==> src/rtl/universal_shift_reg.sv <==
// -----------------------------------------------------------------------------
// universal_shift_reg
//
// Parallel-load universal shift register with a built-in serial transmitter.
// While idle, the register holds, loads, shifts or rotates under control of
// `mode`. A `start` request sends the current contents out on `ser_out`,
// LSB first, over WIDTH cycles. `busy` is high for those cycles. A single
// `done` cycle follows, and then the block returns to idle.
//
// Parameters
//   WIDTH    register width in bits (2..64)
//   RST_VAL  data_out value after reset
//
// Ports
//   clk       in   system clock, all state changes on its rising edge
//   sync_rst  in   synchronous active-high reset, overrides everything
//   mode      in   [2:0] idle operation select (ignored unless idle, start=0)
//   data_in   in   [WIDTH-1:0] parallel load data
//   ser_in_l  in   fill bit entering the LSB on shift-left
//   ser_in_r  in   fill bit entering the MSB on shift-right and transmit
//   start     in   request a serial transmit of data_out
//   data_out  out  [WIDTH-1:0] registered register contents
//   ser_out   out  always data_out[0]
//   busy      out  registered, high while transmitting
//   done      out  registered, one-cycle pulse after a transmit
// -----------------------------------------------------------------------------
module universal_shift_reg #(
    parameter int unsigned      WIDTH   = 8,
    parameter logic [WIDTH-1:0] RST_VAL = {WIDTH{1'b0}}
) (
    input  logic             clk,
    input  logic             sync_rst,
    input  logic [2:0]       mode,
    input  logic [WIDTH-1:0] data_in,
    input  logic             ser_in_l,
    input  logic             ser_in_r,
    input  logic             start,
    output logic [WIDTH-1:0] data_out,
    output logic             ser_out,
    output logic             busy,
    output logic             done
);

    localparam int unsigned      CNT_W    = $clog2(WIDTH);
    localparam logic [CNT_W-1:0] CNT_ZERO = {CNT_W{1'b0}};
    localparam logic [CNT_W-1:0] CNT_ONE  = CNT_W'(1);
    localparam logic [CNT_W-1:0] CNT_LAST = CNT_W'(WIDTH - 1);

    localparam logic [2:0] MODE_HOLD = 3'b000;
    localparam logic [2:0] MODE_LOAD = 3'b001;
    localparam logic [2:0] MODE_SHL  = 3'b010;
    localparam logic [2:0] MODE_SHR  = 3'b011;
    localparam logic [2:0] MODE_ROL  = 3'b100;
    localparam logic [2:0] MODE_ROR  = 3'b101;

    typedef enum logic [1:0] {
        ST_IDLE  = 2'b00,
        ST_SHIFT = 2'b01,
        ST_DONE  = 2'b10
    } state_t;

    state_t           state_q, state_d;
    logic [CNT_W-1:0] cnt_q, cnt_d;
    logic [WIDTH-1:0] data_q, data_d;
    logic             busy_q, busy_d;
    logic             done_q, done_d;

    // Right shift with an external MSB fill. Shared by idle mode 011 and
    // every transmit cycle.
    function automatic logic [WIDTH-1:0] shr_fill(input logic [WIDTH-1:0] v,
                                                  input logic             fill);
        return {fill, v[WIDTH-1:1]};
    endfunction

    // Next-state logic for the controller, the bit counter and the data register.
    always_comb begin
        state_d = state_q;
        cnt_d   = cnt_q;
        data_d  = data_q;
        case (state_q)
            ST_IDLE: begin
                if (start) begin
                    // Launch a transfer. The data is sent as it stands, so mode is ignored.
                    state_d = ST_SHIFT;
                    cnt_d   = CNT_ZERO;
                end else begin
                    case (mode)
                        MODE_HOLD: data_d = data_q;
                        MODE_LOAD: data_d = data_in;
                        MODE_SHL:  data_d = {data_q[WIDTH-2:0], ser_in_l};
                        MODE_SHR:  data_d = shr_fill(data_q, ser_in_r);
                        MODE_ROL:  data_d = {data_q[WIDTH-2:0], data_q[WIDTH-1]};
                        MODE_ROR:  data_d = {data_q[0], data_q[WIDTH-1:1]};
                        default:   data_d = data_q;
                    endcase
                end
            end
            ST_SHIFT: begin
                data_d = shr_fill(data_q, ser_in_r);
                if (cnt_q == CNT_LAST) begin
                    // Final shift. The counter is left at its last value so it never wraps.
                    state_d = ST_DONE;
                    cnt_d   = cnt_q;
                end else begin
                    state_d = ST_SHIFT;
                    cnt_d   = cnt_q + CNT_ONE;
                end
            end
            ST_DONE: begin
                state_d = ST_IDLE;
            end
            default: begin
                state_d = ST_IDLE;
                cnt_d   = CNT_ZERO;
            end
        endcase
    end

    // Status flags are decoded from the next state so they line up with it once registered.
    always_comb begin
        busy_d = (state_d == ST_SHIFT) ? 1'b1 : 1'b0;
        done_d = (state_d == ST_DONE)  ? 1'b1 : 1'b0;
    end

    // State register with synchronous reset, which takes priority over all activity.
    always_ff @(posedge clk) begin
        if (sync_rst) begin
            state_q <= ST_IDLE;
            cnt_q   <= CNT_ZERO;
            data_q  <= RST_VAL;
            busy_q  <= 1'b0;
            done_q  <= 1'b0;
        end else begin
            state_q <= state_d;
            cnt_q   <= cnt_d;
            data_q  <= data_d;
            busy_q  <= busy_d;
            done_q  <= done_d;
        end
    end

    assign data_out = data_q;
    assign ser_out  = data_q[0];
    assign busy     = busy_q;
    assign done     = done_q;

endmodule

==> config.mk <==
export PLATFORM = sky130hd
export DESIGN_NAME = universal_shift_reg
export DESIGN_NICKNAME = d
export VERILOG_FILES = /design/src/rtl/universal_shift_reg.sv
export SDC_FILE = /design/constraint.sdc
export NUM_CORES = 1
export LEC_CHECK = 0
export ABC_AREA = 1
export ABC_CLOCK_PERIOD_IN_PS = 2550
export BUFFER_PORTS_ARGS = -buffer_cell sky130_fd_sc_hd__buf_2
export CAP_MARGIN = 0
export CORE_UTILIZATION = 54
export CTS_CLUSTER_DIAMETER = 80
export DETAILED_ROUTE_END_ITERATION = 10
export PLACE_DENSITY = 0.82
export SETUP_SLACK_MARGIN = 0.3
export SLEW_MARGIN = 0
export SYNTH_ARGS = -nofsm -noshare
export SYNTH_HDL_FRONTEND = slang
export SYNTH_SLANG_ARGS = --single-unit
==> constraint.sdc <==
create_clock -name clk -period 2.55 [get_ports clk]
set_input_delay 0.255 -clock clk [delete_from_list [all_inputs] [get_ports clk]]
set_output_delay 0.255 -clock clk [all_outputs]
set_load 0.01 [all_outputs]
# Yosys cells after proc, flatten, opt, wreduce, memory -nomap -nowiden
# Cells that the tools add are included.
# classes
mux,11
n_eq_ne,14
n_reduce_logical,4
n_addsub,1
bitwise_logic,1
# ops
operator,count
$pmux W8 S5,1
$pmux W8 S2,1
$eq A3 B3 Y1 const B,3
$pmux W3 S3,1
$mux W8,1
$eq A3 B2 Y1 const B,2
$mux W3,2
$ne A2 B2 Y1 const B,3
$ne A6 B1 Y1 const B,1
$reduce_and A3 Y1,2
$eq A2 B1 Y1 const B,2
$eq A2 B2 Y1 const B,2
$mux W2,2
$pmux W2 S2,1
$add A3 B1 Y3 const B,1
$eq A3 B1 Y1 const B,1
$logic_not A2 Y1,1
$mux W1,2
$reduce_bool A2 Y1,1
$not A1 Y1,1
# totals
word_cells,36
out_inout_bits,11
in_bits,16
reg_bits,15

# Longest topological paths before layout
# depth
ltp_word,5
mapped_depth,10
mapped_depth_nobuf,9

# Least setup slack after synthesis
# Ideal clock, no wire load.
# synth_path
path_kind,input to register
from,input port mode[1]
to,"register data_q[6], in the netlist data_out[6]"
arrival_time_ns,1.195
setup_slack_ns,1.223
path_stages,8
n_path_buf,1
required_time_ns,2.418
setup_time_ns,0.132
cell_sequence,inv_1 ha_1 clkbuf_1 inv_1 nand2_1 nand2_1 nand2_2 a21oi_2
# synth_via
elab_chain_cells,4
elab_cells_between_ends,10
cone_classes,eq/ne: 6; mux: 3; reduce/logical: 1
# synth_lines
item,line,rtl
"start, declared",33,"input logic [2:0] mode,"
"$eq A3 B3 Y1, or another cell as far along",87,case (mode)
$pmux W8 S5,87,
$mux W8,82,if (start) begin
$pmux W8 S2,80,case (state_q)
"end signal, assigned",136,data_q <= data_d;
"end, declared",64,"logic [WIDTH-1:0] data_q, data_d;"
# Parallel ways exist; a longest one is shown, timed or not. The select of a mux whose other input is x is not followed.
# A chain may end at the register's enable or synchronous reset.

# Final worst setup path
# layout_path
from,register state_q[0]
to,"register data_q[7], in the netlist data_out[7]"
# layout_via
elab_chain_cells,3
elab_cells_between_ends,7
cone_classes,eq/ne: 3; mux: 1; reduce/logical: 3
# layout_lines
item,line,rtl
"start, declared",62,"state_t state_q, state_d;"
"start signal, assigned",134,state_q <= state_d;
$logic_not A2 Y1 / $eq A2 B1 Y1 (equally long branches),80,
"$ne A6 B1 Y1 (no line), or another cell as far along",--,
$reduce_and A3 Y1 (no line),--,
# Parallel ways exist; a longest one is shown, timed or not.

==> summary.txt <==
Status
  – Run status: complete, no violations

Synth
  – YS warnings: 0
  – Netlist Area Pre-Place: 972.2 um2
  – Yosys top cell by area: dfxtp_1
  – Top cell type's share of synthesized area: 30.89%
  – Most common cell in the netlist: nand2_1
  – Syn nets: 175
  – Post-Synthesis Cells: 156
  – Post-synthesis sequential element count: 15
  – Ranking of synthesized cells by area: dfxtp_1, nand2_1, a21oi_1
  – Post-synth EDFFs: 0
  – Post-Syn Area per Cell: 6.232 um2
  – Sequential share of the synthesized area: 30.89%
  – Synth top cells by count: nand2_1, a21oi_1, nor2_1
  – Yosys cell types: 22
  – Synth async-reset ratio: 0%
  – Top FF cell, synth: dfxtp_1

Worst setup path
  – FF-to-FF End: data_out[7]
  – Reg2Reg Depth: 6
  – Kind of critical path: reg -> reg
  – Flop2flop setup slack: 1.12 ns
  – Reg2reg start: state_q[0]
  – CP required: 2.77 ns
  – Worst Setup SP: state_q[0]
  – Critical path launch point type: flip-flop
  – CP max FO: 16
  – Critical path capture point type: flip-flop
  – Critical path data arrival time: 1.65 ns
  – CP endpoint: data_out[7]

Layout
  – Post-layout instance area: 1127 um2
  – Layout cells sized above 1: 23.20%
  – Antenna Cells: 0
  – Layout net count: 201
  – Area growth from synthesis to layout: 15.96%

Detailed routing
  – Iter 0 DRT Violations: 31
  – Total number of vias: 1065
  – Remaining DRCs: 0
  – 1st-pass router iterations: 4
  – Final WL: 2311 um
  – DR vias/cell: 5.195
  – WL per Instance: 11.27 um
  – Post-DRT Antenna Nets: 0

GRT
  – Gr ovfl total: 0
  – Pin count of the biggest net entering global routing: 17
  – Vias in the first global route: 899
  – GR Util All Layers: 25.19%
  – First-pass GRT wire length: 3719 um
  – GRT met3 Usage: 2.449%
  – Met1 Use GR: 35.43%
  – Antenna violations before repair: 0
  – Busiest grt layer: met2
  – Met2 Usage GRT: 40.00%

Min path
  – Worst hold-check path type: in -> reg

CTS
  – Post-CTS Resized: 0
  – Clock Path Buffers: 2
  – H-Tree Depth: 1
  – Root Buffer: clkbuf_4
  – CTS clk-pin slew, worst paths: 0.10 ns
  – Total clock sinks: 15
  – Number of CTS-inserted buffers: 3
  – # hold bufs at CTS: 0
  – CTS tree: done
  – Worst-skew pair later-pin latency: 0.29 ns
  – Setup Fix Bufs, Post-CTS: 0

Placed design
  – Hpwl dp: 1634 um
  – I/O Buffers: 26
  – Dpl cell area: 1097 um2
  – Worst slack, placed: 0.9249 ns
  – Gpl congestion: 0.8428

STA
  – Final Hold Fails: 0
  – Slew Viols, Final: 0
  – Period utilisation layout: 55.98%
  – Final min period: 1.427 ns
  – Final Setup Violations: 0
  – Clock Skew: 0.01261 ns
  – Worst Tran Pin Value: 0.3945 ns
  – Fin Setup TNS: 0 ns
  – Worst Setup Slack, final: 1.123 ns
  – Slew margin rel.: 73.67%
  – RSZ-0062 raised after global routing: false
  – Max Fclk: 0.7006 GHz
  – Min Hold Slack: 0.3214 ns

Power
  – Leakage power: 0.5822 nW
  – Pwr dens: 500.3 nW/um2
  – Tot Pwr: 0.5640 mW
  – Maximum vdd drop: 0.4572 mV

Floorplan
  – Die ar.: 1974 um2
  – Ports: 27
  – Initial Utilization: 60.99%
  – Die X: 44.43 um
  – Row Count: 14
  – Core area: 1594 um2
  – Die height: 44.43 um

Run
  – Max Cap Viol: 0
## final cells by class
type	instances	area [um2]
Multi-Input combinational cell	126	595.6
Fill cell	155	466.7
Sequential cell	15	300.3
Timing Repair Buffer	27	137.6
Inverter	9	33.78
Tap cell	24	30.03
Clock buffer	3	22.52
Clock inverter	1	7.507
## report_power, final
part | leakage, nW | switching (mW) | internal (mW)
clock network | 0.0139 | 0.0840 | 0.0597
logic | 0.446 | 0.0973 | 0.0567
registers | 0.123 | 0.0173 | 0.249
total | 0.582 | 0.199 | 0.365
## placed cells by master, fill, tap and decap left out
cell        netlist  layout
nand2_1          62      62
buf_2             1      26
a21oi_1          19      19
nor2_1           16      16
dfxtp_1          15      15
inv_1             8       8
nand3_1           7       7
nand4_1           5       5
nor3_1            3       3
ha_1              3       3
clkbuf_4          0       3
nor2_4            2       2
nand2_2           2       2
a21oi_2           2       2
nor2_2            1       1
inv_2             1       1
o21ai_2           1       1
nand3_2           1       1
or2_2             1       1
o21ai_0           1       1
clkinvlp_4        0       1
buf_4             1       1
## sequential cells by signal, indices dropped and copies added, names as in the netlist
name,count
data_out,8
busy,1
done,1
cnt_q,3
state_q,2
## worst min-delay path by stage
| stage | start | end | slack [ns] | cells past startpoint |
|---|---|---|---|---|
| global placement | cnt_q[2] | cnt_q[2] | 0.45 | 2 |
| detailed placement | cnt_q[1] | cnt_q[1] | 0.47 | 2 |
| CTS | start | state_q[0] | 0.32 | 3 |
| floorplan | sync_rst | data_out[0] | 0.32 | 1 |
| global route | start | state_q[0] | 0.32 | 3 |
| finish | start | state_q[0] | 0.32 | 3 |
## metal layers
metal / vias to the layer above / wire length, um
met2: 44 / 1062
li1: 553 / -
met5: - / 0
met1: 464 / 1086
met3: 4 / 133
met4: 0 / 27
## per-stage QoR
stage               util, %  cells
floorplan                 -    156
global placement      68.84    201
detailed placement    68.84    201
CTS                   70.72    205
global route          70.72    205
finish                70.72    205
## worst max-delay path, stage by stage (launching register included)
cell	delay, ns
dfxtp_1	0.37
inv_1	0.09
nand3_1	0.17
nand3_2	0.35
nor2_1	0.20
nand2_1	0.07
a21oi_1	0.11
## cells by family (layout without fill, tap and decap cells)
| family | Yosys count | count (layout) | synth area share [%] |
|---|---|---|---|
| AOI/OAI and AO/OA | 23 | 23 | 13.00 |
| adders and majority gates | 3 | 3 | 3.861 |
| buffers and inverters | 15 | 40 | 7.850 |
| DFF | 15 | 15 | 30.89 |
| and+or+nand+nor | 100 | 100 | 44.40 |
No activity file was read; power rests on OpenSTA's default activity.
